===== src/rtl/router_pkg.sv =====
// Shared types and defaults for the mux/demux router.
package router_pkg;

  typedef enum logic [1:0] {
    IDLE  = 2'd0,
    ROUTE = 2'd1,
    SCAN  = 2'd2
  } router_state_t;

  localparam int unsigned DefChW    = 4;
  localparam int unsigned DefNumCh  = 4;
  localparam int unsigned DefScanDiv = 4;

  // Select width for a channel count.
  function automatic int unsigned sel_w(input int unsigned n);
    return $clog2(n);
  endfunction

endpackage


===== src/rtl/router_scan_ctr.sv =====
// Auto-scan channel stepper: holds each channel for SCAN_DIV cycles, then advances,
// wrapping from NUM_CH-1 back to 0.
module router_scan_ctr
  import router_pkg::*;
#(
  parameter int unsigned NUM_CH   = DefNumCh,
  parameter int unsigned SCAN_DIV = DefScanDiv
) (
  input  logic                       clk,
  input  logic                       rst,
  input  logic                       clr,
  input  logic                       run,
  output logic [sel_w(NUM_CH)-1:0]   scan_idx
);

  localparam int unsigned SelW = sel_w(NUM_CH);
  // Keep the divider at least one bit wide so SCAN_DIV=1 still elaborates.
  localparam int unsigned DivW = (SCAN_DIV > 1) ? $clog2(SCAN_DIV) : 1;
  localparam logic [DivW-1:0] DivLast = DivW'(SCAN_DIV - 1);
  localparam logic [SelW-1:0] IdxLast = SelW'(NUM_CH - 1);

  logic [DivW-1:0] div_q, div_d;
  logic [SelW-1:0] idx_q, idx_d;

  // Next-state: clear wins over counting; divider terminal count advances the index.
  always_comb begin
    div_d = div_q;
    idx_d = idx_q;
    if (clr) begin
      div_d = '0;
      idx_d = '0;
    end else if (run) begin
      if (div_q == DivLast) begin
        div_d = '0;
        idx_d = (idx_q == IdxLast) ? '0 : idx_q + 1'b1;
      end else begin
        div_d = div_q + 1'b1;
      end
    end
  end

  // Divider and index registers.
  always_ff @(posedge clk or posedge rst) begin
    if (rst) begin
      div_q <= '0;
      idx_q <= '0;
    end else begin
      div_q <= div_d;
      idx_q <= idx_d;
    end
  end

  assign scan_idx = idx_q;

endmodule


===== src/rtl/mux_demux_router.sv =====
// Registered NUM_CH-channel mux/demux router with auto-scan.
// Stage 1 selects source data and destination; stage 2 writes the destination channel.
// Build option ROUTER_HOLD_EN: unwritten output channels keep their last value
// (latched demux). Without it, only the channel written this cycle is non-zero.
module mux_demux_router
  import router_pkg::*;
#(
  parameter int unsigned CH_W     = DefChW,
  parameter int unsigned NUM_CH   = DefNumCh,
  parameter int unsigned SCAN_DIV = DefScanDiv
) (
  input  logic                       clk,
  input  logic                       rst,
  input  logic [NUM_CH*CH_W-1:0]     din,
  input  logic [sel_w(NUM_CH)-1:0]   mux_sel,
  input  logic [sel_w(NUM_CH)-1:0]   demux_sel,
  input  logic                       enable,
  input  logic                       scan_en,
  output logic [NUM_CH*CH_W-1:0]     dout,
  output logic [sel_w(NUM_CH)-1:0]   cur_ch,
  output logic                       upd
);

  localparam int unsigned SEL_W = sel_w(NUM_CH);

  router_state_t state_q, state_d;

  logic [SEL_W-1:0]       scan_idx;
  logic                   scan_clr;
  logic                   scan_run;

  logic [SEL_W-1:0]       src;
  logic [SEL_W-1:0]       dst;
  logic                   valid1_q, valid1_d;
  logic [CH_W-1:0]        data1_q, data1_d;
  logic [SEL_W-1:0]       dst1_q, dst1_d;

  logic [NUM_CH*CH_W-1:0] dout_q, dout_d;
  logic [SEL_W-1:0]       cur_ch_q, cur_ch_d;
  logic                   upd_q, upd_d;

  // Mode FSM next-state.
  always_comb begin
    state_d = state_q;
    unique case (state_q)
      IDLE: begin
        if (enable) state_d = scan_en ? SCAN : ROUTE;
      end
      ROUTE: begin
        if (!enable)      state_d = IDLE;
        else if (scan_en) state_d = SCAN;
      end
      SCAN: begin
        if (!enable)       state_d = IDLE;
        else if (!scan_en) state_d = ROUTE;
      end
      default: state_d = IDLE;
    endcase
  end

  // Mode FSM register.
  always_ff @(posedge clk or posedge rst) begin
    if (rst) state_q <= IDLE;
    else     state_q <= state_d;
  end

  assign scan_run = (state_q == SCAN);
  // Leaving SCAN restarts the next scan from channel 0.
  assign scan_clr = (state_q == SCAN) && (state_d != SCAN);

  router_scan_ctr #(
    .NUM_CH   (NUM_CH),
    .SCAN_DIV (SCAN_DIV)
  ) u_scan_ctr (
    .clk      (clk),
    .rst      (rst),
    .clr      (scan_clr),
    .run      (scan_run),
    .scan_idx (scan_idx)
  );

  // Stage 1: pick source/destination; out-of-range selects never produce a write.
  always_comb begin
    src = mux_sel;
    dst = demux_sel;
    if (state_q == SCAN) begin
      src = scan_idx;
      dst = scan_idx;
    end
    valid1_d = (state_q != IDLE) && (32'(src) < NUM_CH) && (32'(dst) < NUM_CH);
    data1_d  = '0;
    for (int unsigned k = 0; k < NUM_CH; k++) begin
      if (32'(src) == k) data1_d = din[k*CH_W +: CH_W];
    end
    dst1_d = dst;
  end

  // Stage 1 registers.
  always_ff @(posedge clk or posedge rst) begin
    if (rst) begin
      valid1_q <= 1'b0;
      data1_q  <= '0;
      dst1_q   <= '0;
    end else begin
      valid1_q <= valid1_d;
      data1_q  <= data1_d;
      dst1_q   <= dst1_d;
    end
  end

  // Stage 2 next-state: write the destination channel.
  always_comb begin
`ifdef ROUTER_HOLD_EN
    dout_d = dout_q;
`else
    dout_d = '0;
`endif
    cur_ch_d = cur_ch_q;
    upd_d    = valid1_q;
    if (valid1_q) begin
      for (int unsigned k = 0; k < NUM_CH; k++) begin
        if (32'(dst1_q) == k) dout_d[k*CH_W +: CH_W] = data1_q;
      end
      cur_ch_d = dst1_q;
    end
  end

  // Stage 2 registers.
  always_ff @(posedge clk or posedge rst) begin
    if (rst) begin
      dout_q   <= '0;
      cur_ch_q <= '0;
      upd_q    <= 1'b0;
    end else begin
      dout_q   <= dout_d;
      cur_ch_q <= cur_ch_d;
      upd_q    <= upd_d;
    end
  end

  assign dout   = dout_q;
  assign cur_ch = cur_ch_q;
  assign upd    = upd_q;

endmodule

===== config.mk =====
export PLATFORM = sky130hd
export DESIGN_NAME = mux_demux_router
export DESIGN_NICKNAME = d
export VERILOG_FILES = /design/src/rtl/router_pkg.sv /design/src/rtl/router_scan_ctr.sv /design/src/rtl/mux_demux_router.sv
export SDC_FILE = /design/constraint.sdc
export NUM_CORES = 1
export LEC_CHECK = 0
export ABC_AREA = 1
export CAP_MARGIN = 20
export CORE_AREA = 4 4 61 63
export DETAILED_ROUTE_END_ITERATION = 7
export DIE_AREA = 0 0 65 67
export HOLD_SLACK_MARGIN = 0.12
export PLACE_DENSITY_LB_ADDON = 0.12
export SYNTH_ARGS = -nofsm -noshare
export SYNTH_HDL_FRONTEND = slang
export SYNTH_SLANG_ARGS = --single-unit

===== constraint.sdc =====
create_clock -name clk -period 2.75 [get_ports clk]
set_clock_uncertainty 0.2 [all_clocks]
set_input_delay 0.55 -clock clk [delete_from_list [all_inputs] [get_ports clk]]
set_output_delay 0.55 -clock clk [all_outputs]
set_load 0.05 [all_outputs]

==> impl_metrics.json <==
{
  "ctsHoldBuffers": 0,
  "outcome": "finished clean",
  "worstSkewPairLatency_ps": 330,
  "period_share_pct": 81.4,
  "wl_per_cell_um": 11.1,
  "dr.pass1.iters": 4,
  "cts_tree": "built",
  "synth_cell_type_count": 15,
  "die_area_um2": 4360,
  "ir_worst_vdd_uv": 271,
  "fin_nets": 198,
  "cts-root-buf": "clkbuf_4",
  "crit_arrival_ps": 1490,
  "cpPeakStageDelay_ps": 810,
  "required_ps": 2000,
  "cp_cell_sequence": "clkdlybuf4s50_1",
  "fin_tns_setup_ps": 0,
  "dp_hpwl_mm": 1.94,
  "cap_violations": 0,
  "fmax_mhz": 447,
  "max-slew-margin-rel_pct": 66.6,
  "layout_setup_ws_ps": 512,
  "synth_area_per_cell_um2": 10.0,
  "r2r-start": "state_q[1]",
  "grt_pass1_vias": 924,
  "mostFrequentLayoutCells": "42 x clkdlybuf4s50_1, 32 x dfrtp_1, 24 x nand2_1",
  "die_h_um": 67,
  "start_kind": "flop",
  "via_per_inst": 4.34,
  "place_ws_ps": 847,
  "seqCellArea_um2": 801,
  "gp_congestion": 0.818,
  "htreeDepth": 2,
  "postCtsSetupBuffers": 0,
  "num_rows": 21,
  "hold_path.startpoint": "u_scan_ctr.div_q[0]",
  "ys_seq_elements": 32,
  "final_common_cell": "clkdlybuf4s50_1",
  "multiInputGateArea_um2": 387,
  "synth_nets": 149,
  "yosys_warnings": 0,
  "critical-path-top-delay-family": "buffers and inverters",
  "critPathCaptureType": "primary output",
  "grt_first_pass_wirelength_mm": 3.84,
  "hold_class": "reg -> reg",
  "synthCells": 123,
  "ys_seq_area_share_pct": 65.0,
  "synthesis.area_um2": 1230,
  "setup_viol": 0,
  "p_per_area_nw_per_um2": 546,
  "whs_endpoint": "u_scan_ctr.div_q[0]",
  "grt_max_degree": 33,
  "path_max_fanout": 2,
  "cts_buffers": 5,
  "crit_buf_inv": 1,
  "clk_pin_slew_ps": 100,
  "cts.sinks": 32,
  "crit_path_top_delay_cell": "clkdlybuf4s50_1",
  "nFillCells": 312,
  "finalMaxSlewViolations": 0,
  "hold-worst-slack_ps": 278,
  "gr-total-overflow": 0,
  "grt.total_usage_pct": 12.2,
  "route.vias.total": 947,
  "cts_resized": 0,
  "rsz0062_at_grt": "false",
  "worst_pin_slew_ps": 500,
  "post-route-min-period_ps": 2240,
  "ant_nets": 0,
  "r2r_cells": 6,
  "diodes": 0,
  "initial_core_util_pct": 38.1,
  "whs_path_depth": 1,
  "die_w_um": 65,
  "area_growth_pct": 42.8,
  "antenna_found_initial": 0,
  "drc": 0,
  "hold_viol": 0,
  "r2r_end": "data1_q[2]",
  "r2r_slack_ps": 1320,
  "clk_path_buf_depth": 2,
  "drt_iter0_drc": 16,
  "p_leak_nw": 0.833,
  "drive_above_1_share_pct": 9.30,
  "drt_wl_total_mm": 2.42,
  "port_buffers": 42,
  "num_io_pins": 43,
  "core_area_um2": 3230,
  "setup.worst_path.class": "reg -> out"
}
-- cells by family (layout without fill, tap and decap cells) --
logic type / after synthesis / count (layout) / synth area share [%]
AO/OA/AOI/OAI: 6 / 6 / 2.74
adder cells (fa/ha/maj): 2 / 2 / 2.03
buffers and inverters: 12 / 61 / 3.65
flip-flops: 32 / 32 / 65.0
AND/OR/NAND/NOR: 71 / 71 / 26.6
-- where the power goes --
part	internal (mW)	switching, mW	leakage [nW]
clock	0.0940	0.142	0.0281
sequential	0.506	0.0203	0.420
combinational	0.0806	0.118	0.385
total	0.681	0.281	0.833
-- routing by layer --
layer  part of all wire, %  routed length (µm)  vias up  global-route usage, %
li1                      -                   -      493                      -
met2                    52                1250       32                   20.2
met1                    41                 980      416                   13.2
met4                   1.9                  46        0                   7.12
met3                   5.6                 135        6                   4.89
met5                     0                   0        -                      0
-- synth_stat cells --
library cell  instances  area, µm²
dfrtp_1              32        801
nand2_1              24       90.1
nor2_1               21       78.8
nand3_1              15       75.1
inv_1                 7       26.3
nand4_1               6       37.5
a21oi_1               4       20.0
inv_2                 4       15.0
ha_1                  2       25.0
nand2_2               2       12.5
nand2_4               2       22.5
a22o_1                1       8.76
clkbuf_1              1       3.75
nor2_4                1       11.3
o21ai_1               1       5.00
-- final cells by class --
type / count / share of cell area [%]
clock buffer: 6 / 2.35
clock inverter: 1 / 0.284
inverter: 11 / 2.35
multi-input combinational: 79 / 22.0
sequential: 32 / 45.5
tap: 46 / 3.27
timing repair buffer: 43 / 24.3
-- worst max-delay path by stage --
stage | startpoint | end | slack, ps | cells past startpoint
after global routing | cur_ch[0] | cur_ch[0] | 440 | 1
after floorplan | rst | cur_ch[0] | 1310 | 1
after detailed placement | cur_ch[0] | cur_ch[0] | 850 | 1
after global placement | cur_ch[1] | cur_ch[1] | 880 | 1
final | cur_ch[0] | cur_ch[0] | 510 | 1
after CTS | cur_ch[0] | cur_ch[0] | 480 | 1
-- registers in the layout (all words and copies together) (netlist names) --
| name | cells |
|---|---|
| state_q | 2 |
| dst1_q | 2 |
| upd | 1 |
| u_scan_ctr.div_q | 2 |
| dout | 16 |
| data1_q | 4 |
| u_scan_ctr.scan_idx | 2 |
| upd_d | 1 |
| cur_ch | 2 |
-- stage by stage --
step	cell area [µm²]	total power, mW	instances	utilization (%)
after floorplan	1230	0.654	123	-
after global placement	1710	0.732	211	53.0
after detailed placement	1710	0.739	211	53.0
after CTS	1760	0.976	218	54.5
after global routing	1760	1.02	218	54.5
final	1760	0.962	218	54.5
Power figures use the tool's default switching activity.
==> variant (config.mk and constraints unchanged) <==
Make the reset (`rst`) synchronous in 4 clocked blocks.
--- a/src/rtl/router_scan_ctr.sv
+++ b/src/rtl/router_scan_ctr.sv
@@ -40,7 +40,7 @@
   end
 
   // Divider and index registers.
-  always_ff @(posedge clk or posedge rst) begin
+  always_ff @(posedge clk) begin
     if (rst) begin
       div_q <= '0;
       idx_q <= '0;
--- a/src/rtl/mux_demux_router.sv
+++ b/src/rtl/mux_demux_router.sv
@@ -59,7 +59,7 @@
   end
 
   // Mode FSM register.
-  always_ff @(posedge clk or posedge rst) begin
+  always_ff @(posedge clk) begin
     if (rst) state_q <= IDLE;
     else     state_q <= state_d;
   end
@@ -96,7 +96,7 @@
   end
 
   // Stage 1 registers.
-  always_ff @(posedge clk or posedge rst) begin
+  always_ff @(posedge clk) begin
     if (rst) begin
       valid1_q <= 1'b0;
       data1_q  <= '0;
@@ -126,7 +126,7 @@
   end
 
   // Stage 2 registers.
-  always_ff @(posedge clk or posedge rst) begin
+  always_ff @(posedge clk) begin
     if (rst) begin
       dout_q   <= '0;
       cur_ch_q <= '0;
Behaviour: differs if rst is asserted again (counterexample within 4 cycles, from zero or initial values and one cycle with rst high); with rst held inactive, the same outputs for 10 cycles.
==> variant against the unedited design <==
Setup slack gained 0.0079 ns; final cell count grew 11%; critical endpoint unchanged; clock power shrank 2%; non-clock buffer count shrank 1; wire length shrank 1.1%; sequential cell count is the same; area after synthesis shrank 4.7%; critical path type unchanged; final area shrank 3.8%; via count grew 7.9%; power shrank 15%.
==> variant: results (changes against the unedited design) <==
[hold_path]
min_path_cells=2  ; +1
min_path_type=reg2reg

[synthesis]
yosysSeqAreaShare_pct=54.5  ; -10 points
yosys_warnings=0  ; unchanged
synth_common_cells=32 x dfxtp_1, 25 x nand2_1, 24 x inv_1
async_reset_ff_share_pct=0  ; -100 points
ys_types=16  ; +1
synth_area_leaders=dfxtp_1 55%, nand2_1 8.0%, inv_1 7.7%
synth-main-ff-cell=dfxtp_1
synth.net_count=175  ; +17%

[pwr]
switching_power_mw=0.198  ; -30%
vdd_ir_drop_max_uv=178  ; -34%
p_leak_nw=0.742  ; -11%

[drt]
wl_met2_mm=1.19  ; -5.2%
wl_met1_um=949  ; -3.2%
dr_wl_met3_um=227  ; +68%
routed_via_density=4.21  ; -3.2%
wl_per_cell_um=9.83  ; -11%
drtIter0Drc=27  ; +11
first_pass_iters=4  ; unchanged
top_layer_used=met4

[global_route]
antenna_found_initial=0  ; unchanged
grt_usage_pct=12.5  ; +0.29 points
grt_pass1_vias=1021  ; +10%
grt_max_degree=12  ; -64%
grt_first_pass_wirelength_mm=4.08  ; +6.3%

[finish]
nNetsFinal=223  ; +13%
num_antenna_cells=0  ; unchanged
area_delta_synth_final_pct=44.2
fillCellCount=324  ; +3.8%
layout-drive-gt1-share_pct=7.61  ; -1.7 points

[placed_design]
place_hpwl_mm=1.96  ; +1.2%
gp_congestion=0.741  ; -9.4%

[timing]
drv_slew=0  ; unchanged
worstMarginPinSlew_ns=0.502  ; +0.00282 ns

[cts]
htreeDepth=2  ; unchanged
cts.clk_slew.worst_paths_ns=0.09
insertion_delay_ns=0.32

[worst_setup_path]
cp_data_arrival_time_ns=1.48
reg2reg_depth=7  ; +1
critPathMaxStageDelay_ns=0.81  ; about the same

[outcome]
outcome=complete, no violations

## variant: layout make-up
cell class | instances | area (um2) | area share, %
multi-input cells | 90 | 432 | 25.5
clock buffers | 6 | 41.3 | 2.44
repair buffers | 42 | 420 | 24.8
clock inverters | 1 | 5.00 | 0.295
well taps | 46 | 57.6 | 3.40
flip-flops and latches | 32 | 641 | 37.8
inverters | 26 | 97.6 | 5.76
## variant: cell families after synthesis
group,count (synthesis),synth area share (%)
simple gates,70,26.7
fa+ha+maj,2,2.13
buf+inv,27,8.73
compound gates,18,7.88
flops,32,54.5
## variant: worst paths after layout
check,from,endpoint,slack (ns)
worst max-delay path,cur_ch[0]$_SDFFE_PP0P_,cur_ch[0],0.52
worst min register to register,u_scan_ctr.div_q[0]$_SDFFE_PP0N_,u_scan_ctr.div_q[0]$_SDFFE_PP0N_,0.30
worst min-delay path,u_scan_ctr.div_q[0]$_SDFFE_PP0N_,u_scan_ctr.div_q[0]$_SDFFE_PP0N_,0.30
worst max register to register,state_q[1]$_SDFF_PP0_,data1_q[2]$_SDFF_PP0_,1.34
## variant: worst min-delay path, delay by kind of cell, from the launching register on
family | cells | cell delay, ns
DFF | 1 | 0.33
and+or+nand+nor | 1 | 0.07
AOI/OAI and AO/OA | 1 | 0.05
## variant: power by group through the flow
| stage | Combinational [mW] | Clock [mW] | Sequential (mW) |
|---|---|---|---|
| floorplan | 0.0455 | 0 | 0.501 |
| global placement | 0.103 | 0 | 0.492 |
| detailed placement | 0.105 | 0 | 0.492 |
| CTS | 0.105 | 0.242 | 0.481 |
| global route | 0.117 | 0.267 | 0.482 |
| finish | 0.104 | 0.232 | 0.481 |
## variant: per-stage QoR
step / utilization, % / instance area [um2] / std cells / worst slack, ns
after floorplan: - / 1170 / 149 / 1.40
after global placement: 51.0 / 1650 / 236 / 0.818
after CTS: 52.4 / 1690 / 243 / 0.503
final: 52.4 / 1690 / 243 / 0.520
after detailed placement: 51.0 / 1650 / 236 / 0.752
after global routing: 52.4 / 1690 / 243 / 0.445
## variant: per-layer routing
metal  vias to the layer above  track usage, %
met4                         0            6.33
li1                        552               -
met2                        41            21.7
met5                         -               0
met1                       427            12.8
met3                         2            5.40
